$ cat src/rtl/grf_scoreboard_pkg.sv
// Shared definitions for the general register file with pending-write scoreboard.
package grf_scoreboard_pkg;
   localparam int DATA_W_DEF = 32;
   localparam int ADDR_W_DEF = 5;
   localparam int REG_ZERO   = 0;

   // LSB position of port k inside a packed vector of w-bit fields.
   function automatic int port_lsb(input int k, input int w);
      return k * w;
   endfunction
endpackage

$ cat src/rtl/grf_scoreboard_if.sv
// Read, write, issue and status signals of the register file scoreboard.
interface grf_scoreboard_if
   import grf_scoreboard_pkg::*;
#(
   parameter int DATA_W = DATA_W_DEF,
   parameter int ADDR_W = ADDR_W_DEF,
   parameter int NUM_RD = 2
) ();
   logic [NUM_RD*ADDR_W-1:0] rd_addr;
   logic [NUM_RD*DATA_W-1:0] rd_data;
   logic [NUM_RD-1:0]        rd_busy;
   logic                     wr0_en;
   logic [ADDR_W-1:0]        wr0_addr;
   logic [DATA_W-1:0]        wr0_data;
   logic                     wr0_clr;
   logic                     wr1_en;
   logic [ADDR_W-1:0]        wr1_addr;
   logic [DATA_W-1:0]        wr1_data;
   logic                     wr1_clr;
   logic                     iss_en;
   logic [ADDR_W-1:0]        iss_addr;
   logic                     sb_err;

   modport master (
      output rd_addr, wr0_en, wr0_addr, wr0_data, wr0_clr,
             wr1_en, wr1_addr, wr1_data, wr1_clr, iss_en, iss_addr,
      input  rd_data, rd_busy, sb_err
   );

   modport slave (
      input  rd_addr, wr0_en, wr0_addr, wr0_data, wr0_clr,
             wr1_en, wr1_addr, wr1_data, wr1_clr, iss_en, iss_addr,
      output rd_data, rd_busy, sb_err
   );
endinterface

$ cat src/rtl/grf_sb_counter.sv
// Saturating pending-write counter: +inc, -dec per cycle, flags over/underflow.
module grf_sb_counter #(
   parameter int CNT_W = 2
) (
   input  logic             Clk,
   input  logic             Reset,
   input  logic             inc,
   input  logic [1:0]       dec,
   output logic [CNT_W-1:0] cnt,
   output logic             ovf,
   output logic             unf
);
   localparam logic [CNT_W:0] CNT_MAX = {1'b0, {CNT_W{1'b1}}};

   logic [CNT_W-1:0] cnt_q;
   logic [CNT_W:0]   sum;
   logic [CNT_W:0]   dec_w;
   logic [CNT_W:0]   diff;

   // Clamp to [0, CNT_MAX]; the extra bit keeps overflow distinguishable.
   function automatic logic [CNT_W-1:0] sat_next(input logic [CNT_W:0] s,
                                                 input logic [CNT_W:0] d);
      logic [CNT_W:0] r;
      r = s - d;
      if (s < d)
         return '0;
      else if (r > CNT_MAX)
         return CNT_MAX[CNT_W-1:0];
      else
         return r[CNT_W-1:0];
   endfunction

   assign sum   = {1'b0, cnt_q} + {{CNT_W{1'b0}}, inc};
   assign dec_w = (CNT_W+1)'(dec);
   assign diff  = sum - dec_w;
   assign unf   = (sum < dec_w);
   assign ovf   = !unf && (diff > CNT_MAX);
   assign cnt   = cnt_q;

   always_ff @(posedge Clk) begin
      if (Reset)
         cnt_q <= '0;
      else
         cnt_q <= sat_next(sum, dec_w);
   end
endmodule

$ cat src/rtl/grf_scoreboard.sv
// General register file: NUM_RD async reads, two prioritised writes, optional
// same-cycle bypass and a per-register pending-write scoreboard.
module grf_scoreboard
   import grf_scoreboard_pkg::*;
#(
   parameter int DATA_W = DATA_W_DEF,
   parameter int ADDR_W = ADDR_W_DEF,
   parameter int NUM_RD = 2,
   parameter int BYPASS = 1,
   parameter int CNT_W  = 2
) (
   input logic              Clk,
   input logic              Reset,
   grf_scoreboard_if.slave  bus
);
   localparam int DEPTH = 2 ** ADDR_W;
   localparam logic [ADDR_W-1:0] ZERO_A = ADDR_W'(REG_ZERO);

   logic [DATA_W-1:0] regs    [DEPTH];
   logic [CNT_W-1:0]  cnt_arr [DEPTH];
   logic [1:0]        dec_arr [DEPTH];
   logic [ADDR_W-1:0] rd_a    [NUM_RD];
   logic [DEPTH-1:0]  ovf_v;
   logic [DEPTH-1:0]  unf_v;
   logic              sb_err_q;

   always_comb begin
      for (int r = 0; r < DEPTH; r++) begin
         dec_arr[r] = {1'b0, bus.wr0_clr && (bus.wr0_addr == ADDR_W'(r))} +
                      {1'b0, bus.wr1_clr && (bus.wr1_addr == ADDR_W'(r))};
      end
      dec_arr[REG_ZERO] = 2'd0;
   end

   assign cnt_arr[REG_ZERO] = '0;
   assign ovf_v[REG_ZERO]   = 1'b0;
   assign unf_v[REG_ZERO]   = 1'b0;

   for (genvar r = 1; r < DEPTH; r++) begin : g_cnt
      grf_sb_counter #(.CNT_W(CNT_W)) u_cnt (
         .Clk   (Clk),
         .Reset (Reset),
         .inc   (bus.iss_en && (bus.iss_addr == ADDR_W'(r))),
         .dec   (dec_arr[r]),
         .cnt   (cnt_arr[r]),
         .ovf   (ovf_v[r]),
         .unf   (unf_v[r])
      );
   end

   for (genvar k = 0; k < NUM_RD; k++) begin : g_rda
      assign rd_a[k] = bus.rd_addr[port_lsb(k, ADDR_W) +: ADDR_W];
   end

   // Port 1 wins both the stored value and the bypass path.
   always_comb begin
      bus.rd_data = '0;
      bus.rd_busy = '0;
      for (int k = 0; k < NUM_RD; k++) begin
         if (rd_a[k] != ZERO_A) begin
            if ((BYPASS != 0) && !Reset && bus.wr1_en && (bus.wr1_addr == rd_a[k]))
               bus.rd_data[port_lsb(k, DATA_W) +: DATA_W] = bus.wr1_data;
            else if ((BYPASS != 0) && !Reset && bus.wr0_en && (bus.wr0_addr == rd_a[k]))
               bus.rd_data[port_lsb(k, DATA_W) +: DATA_W] = bus.wr0_data;
            else
               bus.rd_data[port_lsb(k, DATA_W) +: DATA_W] = regs[rd_a[k]];
            bus.rd_busy[k] = !Reset &&
               ({2'b00, cnt_arr[rd_a[k]]} > (CNT_W+2)'(dec_arr[rd_a[k]]));
         end
      end
   end

   always_ff @(posedge Clk) begin
      if (Reset) begin
         for (int r = 0; r < DEPTH; r++) regs[r] <= '0;
      end else begin
         if (bus.wr0_en && (bus.wr0_addr != ZERO_A)) regs[bus.wr0_addr] <= bus.wr0_data;
         if (bus.wr1_en && (bus.wr1_addr != ZERO_A)) regs[bus.wr1_addr] <= bus.wr1_data;
      end
   end

   always_ff @(posedge Clk) begin
      if (Reset)
         sb_err_q <= 1'b0;
      else if ((|ovf_v) || (|unf_v))
         sb_err_q <= 1'b1;
   end

   assign bus.sb_err = sb_err_q;
endmodule

$ cat src/flat_wrapper.sv
// flat-port wrapper written by rule: the top's interface ports become plain ports
module grf_scoreboard_flat import grf_scoreboard_pkg::*;
#(
   parameter int DATA_W = DATA_W_DEF,
   parameter int ADDR_W = ADDR_W_DEF,
   parameter int NUM_RD = 2,
   parameter int BYPASS = 1,
   parameter int CNT_W  = 2
)
  (Clk, Reset, bus_rd_addr, bus_wr0_en, bus_wr0_addr, bus_wr0_data, bus_wr0_clr, bus_wr1_en, bus_wr1_addr, bus_wr1_data, bus_wr1_clr, bus_iss_en, bus_iss_addr, bus_rd_data, bus_rd_busy, bus_sb_err);
  grf_scoreboard_if #(.DATA_W(DATA_W), .ADDR_W(ADDR_W), .NUM_RD(NUM_RD)) bus_i ();
  input logic Clk;
  input logic Reset;
  input wire logic [$bits(bus_i.rd_addr)-1:0] bus_rd_addr;
  input wire logic [$bits(bus_i.wr0_en)-1:0] bus_wr0_en;
  input wire logic [$bits(bus_i.wr0_addr)-1:0] bus_wr0_addr;
  input wire logic [$bits(bus_i.wr0_data)-1:0] bus_wr0_data;
  input wire logic [$bits(bus_i.wr0_clr)-1:0] bus_wr0_clr;
  input wire logic [$bits(bus_i.wr1_en)-1:0] bus_wr1_en;
  input wire logic [$bits(bus_i.wr1_addr)-1:0] bus_wr1_addr;
  input wire logic [$bits(bus_i.wr1_data)-1:0] bus_wr1_data;
  input wire logic [$bits(bus_i.wr1_clr)-1:0] bus_wr1_clr;
  input wire logic [$bits(bus_i.iss_en)-1:0] bus_iss_en;
  input wire logic [$bits(bus_i.iss_addr)-1:0] bus_iss_addr;
  output wire logic [$bits(bus_i.rd_data)-1:0] bus_rd_data;
  output wire logic [$bits(bus_i.rd_busy)-1:0] bus_rd_busy;
  output wire logic [$bits(bus_i.sb_err)-1:0] bus_sb_err;
  assign bus_i.rd_addr = bus_rd_addr;
  assign bus_i.wr0_en = bus_wr0_en;
  assign bus_i.wr0_addr = bus_wr0_addr;
  assign bus_i.wr0_data = bus_wr0_data;
  assign bus_i.wr0_clr = bus_wr0_clr;
  assign bus_i.wr1_en = bus_wr1_en;
  assign bus_i.wr1_addr = bus_wr1_addr;
  assign bus_i.wr1_data = bus_wr1_data;
  assign bus_i.wr1_clr = bus_wr1_clr;
  assign bus_i.iss_en = bus_iss_en;
  assign bus_i.iss_addr = bus_iss_addr;
  assign bus_rd_data = bus_i.rd_data;
  assign bus_rd_busy = bus_i.rd_busy;
  assign bus_sb_err = bus_i.sb_err;
  grf_scoreboard #(.DATA_W(DATA_W), .ADDR_W(ADDR_W), .NUM_RD(NUM_RD), .BYPASS(BYPASS), .CNT_W(CNT_W)) u_core (.Clk(Clk), .Reset(Reset), .bus(bus_i));
endmodule
$ cat config.mk
export PLATFORM = sky130hd
export DESIGN_NAME = grf_scoreboard_flat
export DESIGN_NICKNAME = d
export VERILOG_FILES = /design/src/rtl/grf_scoreboard_pkg.sv /design/src/rtl/grf_scoreboard_if.sv /design/src/rtl/grf_sb_counter.sv /design/src/rtl/grf_scoreboard.sv /design/src/flat_wrapper.sv
export SDC_FILE = /design/constraint.sdc
export NUM_CORES = 2
export LEC_CHECK = 0
export BUFFER_PORTS_ARGS = -buffer_cell sky130_fd_sc_hd__buf_2
export CORE_ASPECT_RATIO = 0.6
export CORE_MARGIN = 2
export CORE_UTILIZATION = 30
export CTS_BUF_LIST = sky130_fd_sc_hd__clkbuf_8
export DETAILED_ROUTE_END_ITERATION = 16
export PLACE_DENSITY_LB_ADDON = 0.3
export SETUP_SLACK_MARGIN = 0.3
export SLEW_MARGIN = 20
export SYNTH_ARGS = -nofsm -noshare
export SYNTH_HDL_FRONTEND = slang
export SYNTH_HIERARCHICAL = 1
export SYNTH_SLANG_ARGS = --single-unit
$ cat constraint.sdc
create_clock -name Clk -period 5.9 [get_ports Clk]
set_clock_uncertainty 0.05 [all_clocks]
set_input_delay 0.295 -clock Clk [delete_from_list [all_inputs] [get_ports Clk]]
set_output_delay 0.295 -clock Clk [all_outputs]
set_load 0.01 [all_outputs]
==> metrics <==
Core ar. 226,000 um2; NetSw about 5700 uW; antenna violations before repair 21; commonest non-fill, non-tap cell in the layout edfxtp_1; Post-CTS Setup Inserts 0; final core occ 33.4%; max frequency 197 MHz; Num CTS Buffers 179; Critical Path AT 4720 ps; largest net degree at the start of global routing 83; drt pass-1 iters 6; startpoint types input port; combinational power share 16.5%; Leak 0.0251 uW; CTS Sinks 1,087; Final #Nets 5,043; Hold-fix buffers, CTS 3; terminus of the critical flop-to-flop path u_core/bus.sb_err; Setup CP Type input port to output port; number of global-route vias before repair 50,035; DRC 0; measured slew at the worst slew-check pin around 1200 ps; worst hold-check path type input port to flip-flop; mux cell area share after synthesis 21.8%; CTS clk-pin slew, worst paths 60 ps; ys async rst share 0%; WP data required 5560 ps; die width approximately 620 um; HP Start bus_wr0_data[2]; Hold Crit Depth 2; RR Startpoint u_core/g_cnt[24].u_cnt/cnt[0]; GRT Total Usage 25.2%; Crit path max-delay family simple AND/OR/NAND/NOR gates; Crit Path Max Fanout 9; period utilization 85.9%; unrepaired setup endpoints after global routing false; share of cells above drive strength 1 a little over a quarter; Hold Path End u_core/regs[1][2]; Resized cells post-CTS 0; Clock power frac 35.0%; Layout area overhead 10.6%; port bufs 162; Internal between 10,000 and 15,000 uW; most frequent cells in the layout edfxtp_1 (1,024), a22o_1 (1,023), mux4_2 (629), nor2_1 (242), inv_1 (192); top_reg_cell synth edfxtp_1; mapped cell area 68,100 um2; CP dominant cell by count buf_2; Adder-Cell Fraction of Synth Area 3.62%; Iter 0 DRT Violations 8,757; # fillers 21,998; Clock Tree Buf Depth 4; pins over their slew limit 0; worst-case reg-to-reg path depth 10; main combinational cell family by area after synthesis multiplexers; pwr dens around 250 nW/um2; Seq/Total Area, Yosys 47.0%; FF-to-FF setup slack 2460 ps; DP Wirelength 184,000 um; Worst path slowest cell nor4_1; sequential power share 48.5%; max-capacitance violation count 0; CTS tree built; Peak VDD IR 175 uV; synth warn 6; Synth Area in Compound Gates 17.2%; Crit path depth 12; Cells after Synth 4,938; Die ar. roughly 230,000 um2; setup_tns 0 ps; clock root buffer clkbuf_8; Distinct cells, synth 63; Tot Pwr 18,900 uW; CP max stage delay 1020 ps; first-pass GRT wire length between 400,000 and 500,000 um; Synth Area per Inst 13.8 um2; Die H 373 um; critical path cell sequence dlygate4sd3_1, buf_2, nand3_1, nor4_1, mux4_2, nor2_1, o31ai_1, a221oi_1, ha_1, a21oi_1, a2111oi_0, buf_2; antenna-violating nets left 0; crit path time final 5070 ps; Post-Synth Simple-Gate Area 4.35%; Detailed Route WL 302,000 um; Final setup viols 0; row cnt between 100 and 150; Sw Ratio approximately 30%; H-tree depth 4; worst skew pair latency 990 ps; #FFs+latches synth about 1,100; IO Pins 163; Slew HR 17.6%; critical path capture point type output port; endpoints failing hold 0; drt wl/cell 38.0 um; initial core utilization between 30% and 40%; vias 52,926; CP bufs+invs 3; status complete, no violations; XOR/XNOR Fraction of Synth Area 0.965%; EDFF count, synth 1,024; Placer Congestion about 0.93; grt ovf 0; DR vias/cell 6.67
## per-stage QoR
| stage | hold WS [ps] | worst slack [ps] | area (um2) | cells |
|---|---|---|---|---|
| final | 58.6 | 833 | 75300 | 7939 |
| after CTS | 5.46 | 1000 | 75300 | 7925 |
| after global placement | 685 | 1320 | 72100 | 7617 |
| after floorplan | 318 | 1890 | 68200 | 4969 |
| after global routing | 42.4 | 654 | 75300 | 7936 |
| after detailed placement | 685 | 1200 | 72100 | 7617 |
## power by group through the flow
stage	combinational [uW]	clock, uW	sequential, uW
2_1_floorplan	1900	0	9190
3_3_place_gp	3020	0	9270
3_5_place_dp	3040	0	9290
4_1_cts	3050	6620	9140
5_1_grt	3210	6930	9190
6_report	3120	6600	9160
## Yosys cell counts (16+ instances only)
cell	number	area [um2]
o31ai_1	18	135
nor2_1	280	1050
buf_4	16	120
nor4_1	21	131
dfxtp_1	63	1260
o31a_1	31	272
nor2b_1	28	175
o21ai_0	34	170
xnor2_1	54	473
xor2_1	21	184
a21oi_1	77	385
fa_1	62	1240
edfxtp_1	1024	30700
o211ai_1	55	413
a211oi_1	80	601
a221oi_1	27	236
clkbuf_1	519	1950
nor3_1	49	245
nand2_1	111	417
buf_2	76	380
nand3_1	56	280
a22o_1	1023	8960
mux2i_1	63	631
or3_1	30	188
buf_1	94	353
a22oi_1	29	218
mux4_2	629	14200
inv_1	150	563
ha_1	98	1230
## logic make-up after synthesis
logic type,count (synthesis)
AO/OA/AOI/OAI,1412
adder cells (fa/ha/maj),160
flip-flops,1087
multiplexers,698
buffers and inverters,864
XOR/XNOR,75
other,1
AND/OR/NAND/NOR,641
## state kept, by name (all words and copies together) (netlist names)
name                    count
u_core/bus.sb_err           1
u_core/regs              1024
u_core/g_cnt.u_cnt/cnt     62
## worst reg2reg max path: cells and delay by family (launching register included)
| family | cells | cell delay (ps) |
|---|---|---|
| xor gates and xnor gates | 1 | 420 |
| adders and majority gates | 3 | 870 |
| buffers and inverters | 1 | 50 |
| DFF | 1 | 330 |
| and+or+nand+nor | 5 | 1570 |
## metal layers
metal | share of wire, % | GRT usage (%) | vias to the layer above
met4 | 4.0 | 8.73 | 2
met5 | 0.0043 | 0 | -
met3 | 16 | 10.3 | 714
met1 | 40 | 36.2 | 27548
li1 | - | - | 19927
met2 | 40 | 33.8 | 4735
## final cells by class
class	instances	area, um2	share of cell area [%]
clock buffer	181	2490	3.31
multi-input combinational	3018	33400	44.3
timing repair buffer	346	2380	3.16
sequential	1087	32000	42.5
inverter	155	589	0.782
clock inverter	124	677	0.899
antenna	14	35.0	0.0465
tap	3014	3770	5.01
## worst max-delay path by stage
| stage | start | endpoint |
|---|---|---|
| 4_1_cts | bus_wr0_clr | bus_rd_busy[1] |
| 5_1_grt | bus_wr0_clr | bus_rd_busy[1] |
| 2_1_floorplan | bus_wr0_addr[3] | u_core/regs[24][0] |
| 3_5_place_dp | bus_wr0_addr[2] | bus_rd_busy[1] |
| 3_3_place_gp | bus_wr0_addr[2] | bus_rd_busy[1] |
| 6_report | bus_wr0_clr | bus_rd_busy[1] |
No activity file was read; power rests on OpenSTA's default activity.
